**src/rtl/clock_24_hour_structural_pkg.sv**
```systemverilog
// Shared constants for the BCD time-of-day counter: digit field layout,
// per-digit wrap limits and the cleared time value.
package clock_24_hour_structural_pkg;

  localparam int DIGIT_W = 4;
  localparam int TIME_W  = 6 * DIGIT_W;

  typedef logic [DIGIT_W-1:0] bcd_digit_t;

  // Bit offsets of each digit inside the packed HH:MM:SS word
  localparam int SEC_O  = 0;
  localparam int SEC_T  = 4;
  localparam int MIN_O  = 8;
  localparam int MIN_T  = 12;
  localparam int HOUR_O = 16;
  localparam int HOUR_T = 20;

  localparam bcd_digit_t SEC_O_MAX  = 4'd9;
  localparam bcd_digit_t SEC_T_MAX  = 4'd5;
  localparam bcd_digit_t MIN_O_MAX  = 4'd9;
  localparam bcd_digit_t MIN_T_MAX  = 4'd5;
  localparam bcd_digit_t HOUR_O_MAX = 4'd9;
  localparam bcd_digit_t HOUR_T_MAX = 4'd2;

  // Last hour of the day is 23; anything at or past it rolls to 00
  localparam bcd_digit_t HOUR_WRAP_T = 4'd2;
  localparam bcd_digit_t HOUR_WRAP_O = 4'd3;

  localparam logic [TIME_W-1:0] TIME_RESET  = 24'h000000;
  localparam bcd_digit_t        DIGIT_RESET = TIME_RESET[DIGIT_W-1:0];

endpackage

```
**src/rtl/clock_24_hour_structural_digit.sv**
```systemverilog
// One BCD digit: synchronous clear, parallel load, and increment that wraps
// to zero once the digit is at or above MAX, raising carry in that cycle.
module bcd_digit_counter
  import clock_24_hour_structural_pkg::*;
#(
  parameter bcd_digit_t MAX = 4'd9
) (
  input  logic               clk,
  input  logic               rst_n,
  input  logic               load,
  input  logic [DIGIT_W-1:0] load_val,
  input  logic               inc,
  output logic [DIGIT_W-1:0] q,
  output logic               carry
);

  bcd_digit_t q_q;
  bcd_digit_t q_d;
  logic       at_max;

  // ">=" so that out-of-range loaded digits snap back to zero
  assign at_max = (q_q >= MAX);
  assign carry  = inc && at_max;
  assign q      = q_q;

  always_comb begin
    q_d = q_q;
    if (load) begin
      q_d = load_val;
    end else if (inc) begin
      q_d = at_max ? DIGIT_RESET : q_q + 4'd1;
    end
  end

  always_ff @(posedge clk) begin
    if (!rst_n) begin
      q_q <= DIGIT_RESET;
    end else begin
      q_q <= q_d;
    end
  end

endmodule

```
**src/rtl/clock_24_hour_structural.sv**
```systemverilog
// 24-hour HH:MM:SS counter built from a ripple chain of BCD digit counters;
// the hour pair gets an extra override that folds 23 (and above) back to 00.
module clock_24_hour_structural
  import clock_24_hour_structural_pkg::*;
(
  input  logic              CLK,
  input  logic              Reset_time,
  input  logic              Set_time,
  input  logic [TIME_W-1:0] Time_in,
  output logic [TIME_W-1:0] Time_out
);

  bcd_digit_t sec_o_q, sec_t_q, min_o_q, min_t_q, hour_o_q, hour_t_q;
  logic       sec_o_c, sec_t_c, min_o_c, min_t_c, hour_o_c, hour_t_c;
  logic       hour_override;
  logic       hour_wrap;
  logic       hour_load;
  bcd_digit_t hour_o_load_val;
  bcd_digit_t hour_t_load_val;

  bcd_digit_counter #(.MAX(SEC_O_MAX)) u_sec_o (
    .clk(CLK), .rst_n(Reset_time), .load(Set_time),
    .load_val(Time_in[SEC_O +: DIGIT_W]), .inc(1'b1),
    .q(sec_o_q), .carry(sec_o_c)
  );

  bcd_digit_counter #(.MAX(SEC_T_MAX)) u_sec_t (
    .clk(CLK), .rst_n(Reset_time), .load(Set_time),
    .load_val(Time_in[SEC_T +: DIGIT_W]), .inc(sec_o_c),
    .q(sec_t_q), .carry(sec_t_c)
  );

  bcd_digit_counter #(.MAX(MIN_O_MAX)) u_min_o (
    .clk(CLK), .rst_n(Reset_time), .load(Set_time),
    .load_val(Time_in[MIN_O +: DIGIT_W]), .inc(sec_t_c),
    .q(min_o_q), .carry(min_o_c)
  );

  bcd_digit_counter #(.MAX(MIN_T_MAX)) u_min_t (
    .clk(CLK), .rst_n(Reset_time), .load(Set_time),
    .load_val(Time_in[MIN_T +: DIGIT_W]), .inc(min_o_c),
    .q(min_t_q), .carry(min_t_c)
  );

  // Tens carry already covers x9 at tens>=2; the override catches 23..28 and 3x
  assign hour_override = min_t_c &&
                         ((hour_t_q > HOUR_WRAP_T) ||
                          ((hour_t_q == HOUR_WRAP_T) && (hour_o_q >= HOUR_WRAP_O)));
  assign hour_wrap       = hour_override || hour_t_c;
  assign hour_load       = Set_time || hour_wrap;
  assign hour_o_load_val = Set_time ? Time_in[HOUR_O +: DIGIT_W] : DIGIT_RESET;
  assign hour_t_load_val = Set_time ? Time_in[HOUR_T +: DIGIT_W] : DIGIT_RESET;

  bcd_digit_counter #(.MAX(HOUR_O_MAX)) u_hour_o (
    .clk(CLK), .rst_n(Reset_time), .load(hour_load),
    .load_val(hour_o_load_val), .inc(min_t_c),
    .q(hour_o_q), .carry(hour_o_c)
  );

  bcd_digit_counter #(.MAX(HOUR_T_MAX)) u_hour_t (
    .clk(CLK), .rst_n(Reset_time), .load(hour_load),
    .load_val(hour_t_load_val), .inc(hour_o_c),
    .q(hour_t_q), .carry(hour_t_c)
  );

  assign Time_out[SEC_O  +: DIGIT_W] = sec_o_q;
  assign Time_out[SEC_T  +: DIGIT_W] = sec_t_q;
  assign Time_out[MIN_O  +: DIGIT_W] = min_o_q;
  assign Time_out[MIN_T  +: DIGIT_W] = min_t_q;
  assign Time_out[HOUR_O +: DIGIT_W] = hour_o_q;
  assign Time_out[HOUR_T +: DIGIT_W] = hour_t_q;

endmodule

```
**config.mk**
```make
export PLATFORM = sky130hd
export DESIGN_NAME = clock_24_hour_structural
export DESIGN_NICKNAME = d
export VERILOG_FILES = /design/src/rtl/clock_24_hour_structural_pkg.sv /design/src/rtl/clock_24_hour_structural_digit.sv /design/src/rtl/clock_24_hour_structural.sv
export SDC_FILE = /design/constraint.sdc
export NUM_CORES = 1
export LEC_CHECK = 0
export CORE_ASPECT_RATIO = 0.75
export CORE_MARGIN = 2
export CORE_UTILIZATION = 51
export CTS_BUF_LIST = sky130_fd_sc_hd__clkbuf_2 sky130_fd_sc_hd__clkbuf_4 sky130_fd_sc_hd__clkbuf_8
export DETAILED_ROUTE_END_ITERATION = 6
export PLACE_DENSITY = 0.9
export SKIP_CTS_REPAIR_TIMING = 1
export SYNTH_ARGS = -nofsm -noshare
export SYNTH_HDL_FRONTEND = slang
export SYNTH_SLANG_ARGS = --single-unit
```
**constraint.sdc**
```tcl
create_clock -name CLK -period 5.4 [get_ports CLK]
set_clock_uncertainty 0.2 [all_clocks]
set_input_delay 0.54 -clock CLK [delete_from_list [all_inputs] [get_ports CLK]]
set_output_delay 0.54 -clock CLK [all_outputs]
set_load 0.01 [all_outputs]
```
* Yosys cells after proc, flatten, opt, wreduce, memory -nomap -nowiden
Cells that the tools add are included.
W data, S select, Z words.
** Cells by class
- Add/sub/neg operators :: 6
- $mul :: 0
- Divide/modulo/power cells :: 0
- Magnitude comparators :: 8
- Equal/unequal tests :: 1
- Shift-type cells :: 0
- Mux-type cells :: 19
- Bitwise operators :: 0
- Reductions and logical operators :: 15
** Operators with widths (count)
- $mux W4 :: 19
- $add A4 B1 Y4 const B :: 6
- $ge A4 B4 Y1 const B :: 3
- $reduce_bool A2 Y1 :: 5
- $ge A4 B2 Y1 const B :: 2
- $ge A4 B3 Y1 const B :: 2
- $logic_and A1 B1 Y1 :: 7
- $eq A4 B2 Y1 const B :: 1
- $gt A4 B2 Y1 const B :: 1
- $logic_or A1 B1 Y1 :: 3
** Word-level totals
- Register bits :: 24
- Latch bits :: 0
- Memory bits (writable) :: 0
- Bits in read-only memories :: 0
- Input port bits :: 27
- Output and inout bits :: 24
- Logic and storage cells :: 55
- Memories kept :: 0

* Longest topological paths before layout
Gate-level depths: netlist (run 1).
- Word-level depth :: 9
- Depth in mapped cells :: 8
- Mapped depth without buffers :: 7

* By module
A second synthesis (run 1) with hierarchy kept.
** Unflattened totals
- Cells, all modules :: 210
- Area total of the unflattened synthesis :: 1769.2 µm²
** Modules (own cells, without submodules)
- bcd_digit_counter at u_hour_o ... :: times used 3, cells an instance 32, area each 280.3 µm², seq. area each 80.1 µm²
- bcd_digit_counter at u_min_t ... :: times used 2, cells an instance 36, area each 292.8 µm², seq. area each 80.1 µm²
- bcd_digit_counter at u_hour_t :: times used 1, cells an instance 28, area each 252.7 µm², seq. area each 80.1 µm²
- clock_24_hour_structural :: times used 1, cells an instance 14, area each 90.1 µm², seq. area each 0.0 µm²

* Worst setup path before layout (run 1)
OpenSTA, ideal clock, no wires.
- Kind :: reg2reg
- From :: register u_min_o.q_q[0], in the netlist u_min_o.q[0]
- To :: register u_hour_t.q_q[0], in the netlist u_hour_t.q[0]
- Library setup time :: 0.074 ns
- Arrival time :: 1.796 ns
- Required time :: 5.126 ns
- Slack :: 3.330 ns
- Stages on the path, launching flop included :: 8
- Path buffers :: 0
- Period minus slack after synthesis :: 2.070 ns
- Path through :: dfxtp_1 -> inv_1 -> ha_1 -> or3b_1 -> and2_4 -> nand4_4 -> or4_1 -> a31oi_1
** On the way
- Cells in the longest elaborated chain, start to end :: 8
- Elaborated cells on any way between the ends :: 10
- Those cells by class :: 1 x order compare; 1 x mux; 8 x reduce/logical
** RTL lines
- start: declaration :: line clock_24_hour_structural_digit.sv:17 : bcd_digit_t q_q;
- start signal: assignment :: line clock_24_hour_structural_digit.sv:39 : q_q <= q_d;
- $ge A4 B4 Y1 (*) :: line clock_24_hour_structural_digit.sv:22 : assign at_max = (q_q >= MAX);
- $logic_and A1 B1 Y1 (*) (2 in series) :: line clock_24_hour_structural_digit.sv:23 : assign carry = inc && at_max;
- $logic_and A1 B1 Y1 (2 in series) :: line clock_24_hour_structural_digit.sv:23
- $logic_or A1 B1 Y1 :: line clock_24_hour_structural.sv:49 : assign hour_wrap = hour_override || hour_t_c;
- $logic_or A1 B1 Y1 :: line clock_24_hour_structural.sv:50 : assign hour_load = Set_time || hour_wrap;
- $mux W4 / $reduce_bool A2 Y1 (equally long branches)
- end signal: assignment :: line clock_24_hour_structural_digit.sv:39
- end: declaration :: line clock_24_hour_structural_digit.sv:17
Mark *: on every way between the ends. The rest lies on a longest branch, timed or not.
A chain may end at the register's enable or synchronous reset.

* Worst setup path in the final report (run 1)
- From :: input port Set_time
- To :: register u_sec_o.q_q[1], in the netlist u_sec_o.q[1]
** On the way
- Cells in the longest elaborated chain, start to end :: 1
** RTL lines
- start: declaration :: line clock_24_hour_structural.sv:8 : input logic Set_time,
- $mux W4 :: line clock_24_hour_structural_digit.sv:28 : if (load) begin
- end signal: assignment :: line clock_24_hour_structural_digit.sv:39
- end: declaration :: line clock_24_hour_structural_digit.sv:17
Every way passes these cells.

==> results of run 1 <==
==> worst max-delay path by stage <==
stage                             from            end  slack (ns)
after global placement        Set_time   u_sec_o.q[1]        2.93
final                         Set_time   u_sec_o.q[1]        3.09
after floorplan           u_min_o.q[0]  u_hour_t.q[0]        3.33
after CTS                     Set_time   u_sec_o.q[1]        3.13
after global routing      u_sec_o.q[0]  u_hour_t.q[0]        2.94
after detailed placement      Set_time   u_sec_o.q[1]        2.85
==> stage by stage <==
| stage | setup WS (ns) | cell area, um^2 |
|---|---|---|
| floorplan | 3.330 | 1554 |
| global placement | 2.926 | 2071 |
| detailed placement | 2.849 | 2071 |
| CTS | 3.126 | 2142 |
| global route | 2.939 | 2142 |
| finish | 3.095 | 2142 |
==> critical path, stage by stage <==
cell	delay, ns
clkdlybuf4s50_1	0.86
inv_2	0.41
and3_1	0.28
a21oi_1	0.12
nor2_1	0.05
==> power by group through the flow <==
stage	Combinational, mW	Clock (mW)	Sequential (mW)
6_report	0.120	0.158	0.207
5_1_grt	0.132	0.166	0.209
4_1_cts	0.120	0.158	0.207
3_5_place_dp	0.118	0	0.210
3_3_place_gp	0.116	0	0.210
2_1_floorplan	0.0590	0	0.213
==> registers in the layout, indices dropped and copies added, names as in the netlist <==
signal      cells
u_hour_o.q      4
u_hour_t.q      4
u_min_o.q       4
u_min_t.q       4
u_sec_o.q       4
u_sec_t.q       4
==> kinds of logic (layout without fill, tap and decap cells) <==
logic type,count (synthesis),count (layout)
XOR/XNOR,3,3
buffers and inverters,22,68
AO/OA/AOI/OAI,53,53
AND/OR/NAND/NOR,75,75
multiplexers,2,2
adder cells (fa/ha/maj),17,17
flip-flops,24,24
==> cells in the mapped netlist, drive strengths merged (2+ instances only) <==
cell type / instances
a21o: 2
a21oi: 14
a311oi: 2
a31oi: 9
and3: 3
clkbuf: 7
clkinv: 2
dfxtp: 24
ha: 17
inv: 12
nand2: 22
nand2b: 2
nand3: 13
nand4: 5
nor2: 14
nor3: 7
nor4: 3
o211a: 2
o211ai: 6
o21ai: 13
o31ai: 2
or3: 2
or4: 2
xnor2: 2
==> layer usage <==
metal,up-vias,GRT usage [%],part of all wire [%]
li1,794,-,-
met1,745,34.54,47
met2,50,39.71,46
met3,2,3.896,6.1
met4,0,2.041,0.20
met5,-,0,0
==> final cells by class <==
| cell class | count | area share [%] |
|---|---|---|
| sequential | 24 | 22.43 |
| clock buffer | 3 | 1.928 |
| tap | 38 | 2.220 |
| timing repair buffer | 50 | 23.36 |
| clock inverter | 1 | 1.402 |
| multi-input combinational | 150 | 46.20 |
| inverter | 14 | 2.453 |
==> impl_metrics.json, run 1 <==
{
  "hold_viol_final": 0,
  "numCtsBuffers": 3,
  "grt_pass1_wl_mm": 6.472,
  "h-tree-depth": 1,
  "rsz0062_at_grt": "false",
  "portBuffers": 50,
  "status": "finished clean",
  "power_frac_comb_pct": 24.7,
  "hold_path.startpoint": "u_hour_t.q[1]",
  "layout_common_cells": "50 x clkdlybuf4s50_1, 24 x dfxtp_1, 22 x nand2_1",
  "start_util_pct": 53.33,
  "antenna_cells_inserted": 0,
  "worst-setup-path-type": "in2reg",
  "overflow": 0,
  "synth.yosys.seq_area_share_pct": 30.92,
  "fin_util_pct": 73.51,
  "arrival_ns": 2.27,
  "antenna_found_initial": 0,
  "fin_crit_sh_pct": 42.69,
  "first_iter_violations": 61,
  "layout_min_cycle_time_ns": 2.305,
  "die-area_um2": 3509,
  "hold_path_depth": 2,
  "synth_compound_area_share_pct": 21.90,
  "fmax_ghz": 0.4338,
  "grt_max_degree": 36,
  "dieWidth_um": 67.74,
  "final_cells": 280,
  "path_max_fanout": 35,
  "tritoncts": "yes",
  "tightest_slew_ns": 0.6581,
  "p_leak_nw": 0.8340,
  "whs_ns": 0.3249,
  "io_pins": 51,
  "fin_setup_tns_ns": 0,
  "synth_xor_area_share_pct": 1.691,
  "synth.distinct_cells": 40,
  "drc": 0,
  "synth_edf_count": 0,
  "final_layout_size_suffix_gt1_share_pct": 5.372,
  "die_h_um": 51.81,
  "place_hpwl_mm": 2.794,
  "multi_input_area_um2": 989.7,
  "synth.top_cell.area_share_pct": 30.92,
  "max_cap_viol_count": 0,
  "yosys-top-cells-area": "dfxtp_1 31%, ha_1 14%, nand2_1 5.3%",
  "p_sw_share_pct": 27.84,
  "final_max_slew_viol_count": 0,
  "pwr-share-clk_pct": 32.7,
  "grt_usage_pct": 24.17,
  "synth_top_family_by_area": "simple AND/OR/NAND/NOR gates",
  "post_drt_wl_per_cell_um": 14.02,
  "power_density_nw_per_um2": 226.5,
  "yosys.area.top_type": "dfxtp_1",
  "ff2ff_setup_slack_ns": 3.11,
  "hold_path_class": "reg2reg",
  "yosys.area_share.simple_pct": 25.04,
  "gp_congestion": 0.8154,
  "clk_latency_ns": 0.27,
  "area_delta_synth_final_pct": 37.84,
  "fin_nets": 287,
  "power_frac_seq_pct": 42.6,
  "ir_drop_uv": 189.9,
  "end_kind": "flop",
  "setup_viol": 0,
  "synthAdderAreaFrac_pct": 13.69,
  "num_rows": 17,
  "syn-instance-count": 196,
  "p_int_mw": 0.3501,
  "drt_first_pass_iters": 4,
  "min_to": "u_hour_t.q[1]",
  "ant_nets": 0,
  "power.total_mw": 0.4852,
  "routed_via_density": 5.682,
  "seqCellArea_um2": 480.5,
  "clk_pin_slew_worst_paths_ns": 0.09,
  "r2r-end": "u_hour_t.q[0]",
  "cts.path.max_buffers": 2,
  "muxShareOfSynthArea_pct": 1.369,
  "critical_path_required_ns": 5.36,
  "synth_area_um2": 1554,
  "power_switching_mw": 0.1351,
  "routed_wl_mm": 3.925,
  "synth_flop_cell": "dfxtp_1",
  "synth_seq_cells": 24,
  "worst_setup_path_start_kind": "primary input",
  "ys.warnings.count": 0,
  "final_common_cell": "clkdlybuf4s50_1",
  "cts_root_buf": "clkbuf_8",
  "avgSynthCellArea_um2": 7.929,
  "rr_worst_depth": 7,
  "slew-limit-headroom_pct": 55.76,
  "clock_sinks": 24,
  "vias": 1591,
  "placedCellCount": 276,
  "async_flop_share_pct": 0,
  "core_area_um2": 2914,
  "r2r-start": "u_sec_o.q[0]",
  "grt_pass1_vias": 1373,
  "syn-num-nets": 240,
  "fillers": 240
}
(Power assumes the default switching activity.)
==> inputs of run 2 (changes only) <==
- CORE_UTILIZATION: 51 -> 47
- PLACE_DENSITY: 0.9 -> 0.84
- clock period: 5.4 -> 2.4 ns (I/O delays scaled with it)
==> run 2 against run 1 <==
  * Non-clock buffer count is 4 higher
  * First-iteration DRC count rose by 90%
  * Clock power increased by 77%
  * Setup slack got worse by 2.9 ns
  * Die area increased by 7.9%
  * Final cell count grew 2.1%
  * Sequential share of layout area down 0.17 points
  * Power up 110%
  * Flip-flop and latch count unchanged
  * Critical path type is now reg2reg
==> impl_metrics.json, run 2 (synthesis gave the netlist of run 1 again) <==
{
  "overflow": 0,
  "clk_pin_slew_worst_paths_ns": 0.09,
  "slowest_stage": "or4_1",
  "tightest_slew_ns": 0.5206,
  "layout_min_cycle_time_ns": 2.210,
  "h-tree-depth": 1,
  "final_max_slew_viol_count": 0,
  "worst_setup_path_start_kind": "flop",
  "clock_sinks": 24,
  "hold_path.startpoint": "Time_in[23]",
  "area_delta_synth_final_pct": 38.89,
  "grt_usage_pct": 22.38,
  "numCtsBuffers": 3,
  "layout_common_cells": "50 x clkdlybuf4s50_1, 24 x dfxtp_1, 22 x nand2_1",
  "critical_path_required_ns": 2.41,
  "power_frac_comb_pct": 26.8,
  "path_max_fanout": 12,
  "max_stage_delay_ns": 0.54,
  "hold_path_depth": 3,
  "arrival_ns": 2.22,
  "hold_viol_final": 0,
  "fmax_ghz": 0.4526,
  "p_leak_nw": 0.8464,
  "power_density_nw_per_um2": 472.1,
  "ir_drop_uv": 364.7,
  "r2r-end": "u_hour_t.q[0]",
  "hold_path_class": "in2reg",
  "place_hpwl_mm": 2.840,
  "start_util_pct": 48.25,
  "final_common_cell": "clkdlybuf4s50_1",
  "grt_pass1_wl_mm": 6.575,
  "portBuffers": 50,
  "critPathTopFamily": "simple AND/OR/NAND/NOR gates",
  "routed_via_density": 5.559,
  "die-area_um2": 3787,
  "dieWidth_um": 70.40,
  "min_to": "u_hour_t.q[3]",
  "grt_max_degree": 36,
  "r2r-start": "u_sec_o.q[0]",
  "drt_first_pass_iters": 4,
  "grt_pass1_vias": 1404,
  "cts.path.max_buffers": 2,
  "p_sw_share_pct": 29.81,
  "tritoncts": "yes",
  "end_kind": "flop",
  "num_rows": 18,
  "fin_crit_sh_pct": 92.06,
  "antenna_found_initial": 0,
  "ant_nets": 0,
  "final_layout_size_suffix_gt1_share_pct": 6.911,
  "power_frac_seq_pct": 45.7,
  "ff2ff_setup_slack_ns": 0.19,
  "routed_wl_mm": 4.024,
  "vias": 1590,
  "p_int_mw": 0.7152,
  "post_drt_wl_per_cell_um": 14.07,
  "cts_root_buf": "clkbuf_8",
  "gp_congestion": 0.8558,
  "clk_latency_ns": 0.27,
  "die_h_um": 53.80,
  "setup_viol": 0,
  "antenna_cells_inserted": 0,
  "max_cap_viol_count": 0,
  "fin_nets": 291,
  "status": "finished clean",
  "pwr-share-clk_pct": 27.5,
  "power.total_mw": 1.019,
  "core_area_um2": 3221,
  "rsz0062_at_grt": "false",
  "power_switching_mw": 0.3038,
  "critPathBufInv": 2,
  "first_iter_violations": 116,
  "io_pins": 51,
  "fin_setup_tns_ns": 0,
  "worst-setup-path-type": "reg2reg",
  "rr_worst_depth": 7,
  "drc": 0,
  "slew-limit-headroom_pct": 65.00,
  "crit_path_cell_trace": "inv_1, ha_1, clkinv_1, o31a_2, nand4_4, or4_1, a31oi_1"
}
run 2: changes by cell type in the layout (fill, tap and decap cells not counted):
cell,previous run,this run
bufinv_16,1,0
buf_4,0,4
clkbuf_8,3,4
run 2: worst register-to-register path, delay by kind of cell, from the launching register on:
| kind | cells | cell delay [ns] |
|---|---|---|
| and+or+nand+nor | 2 | 0.72 |
| buffers and inverters | 2 | 0.13 |
| adders and majority gates | 1 | 0.20 |
| DFF | 1 | 0.44 |
| AOI/OAI and AO/OA | 2 | 0.45 |
run 2: layout make-up:
class | count | area [um^2]
multi-input cells | 150 | 989.7
well taps | 40 | 50.05
repair buffers | 54 | 530.5
clock buffers | 4 | 55.05
inverters | 14 | 52.55
flip-flops and latches | 24 | 480.5
fillers | 279 | 1062
run 2: per-layer routing:
metal	GRT usage, %	up-vias	share of wire (%)
met5	0	-	0
met2	36.01	65	42
li1	-	806	-
met4	6.410	0	0.62
met3	6.180	4	8.6
met1	29.85	715	49
run 2: power by group through the flow:
stage                     sequential, mW  clock [mW]  combinational (mW)
final                              0.465       0.280               0.274
after global routing               0.471       0.309               0.302
after CTS                          0.464       0.288               0.274
after detailed placement           0.473           0               0.270
after global placement             0.472           0               0.267
after floorplan                    0.478           0               0.133
run 2: worst max-delay path by stage:
stage,from,end,slack [ns],depth (start not counted)
floorplan,u_min_o.q[0],u_hour_t.q[0],0.33,7
global placement,u_sec_o.q[0],u_hour_t.q[0],0.32,7
detailed placement,u_sec_o.q[0],u_hour_t.q[0],0.25,7
CTS,u_sec_o.q[0],u_hour_t.q[0],0.21,7
global route,u_sec_o.q[0],u_hour_t.q[0],0.07,7
finish,u_sec_o.q[0],u_hour_t.q[0],0.19,7
run 2: per-stage QoR:
stage	hold slack (ns)	cell area, um^2	cells	utilization (%)	setup WS [ns]
floorplan	0.1778	1554	196	-	0.3302
global placement	0.3105	2103	282	65.31	0.3168
detailed placement	0.3166	2103	282	65.31	0.2502
CTS	0.3169	2158	286	67.02	0.2103
global route	0.3284	2158	286	67.02	0.06854
finish	0.3211	2158	286	67.02	0.1904
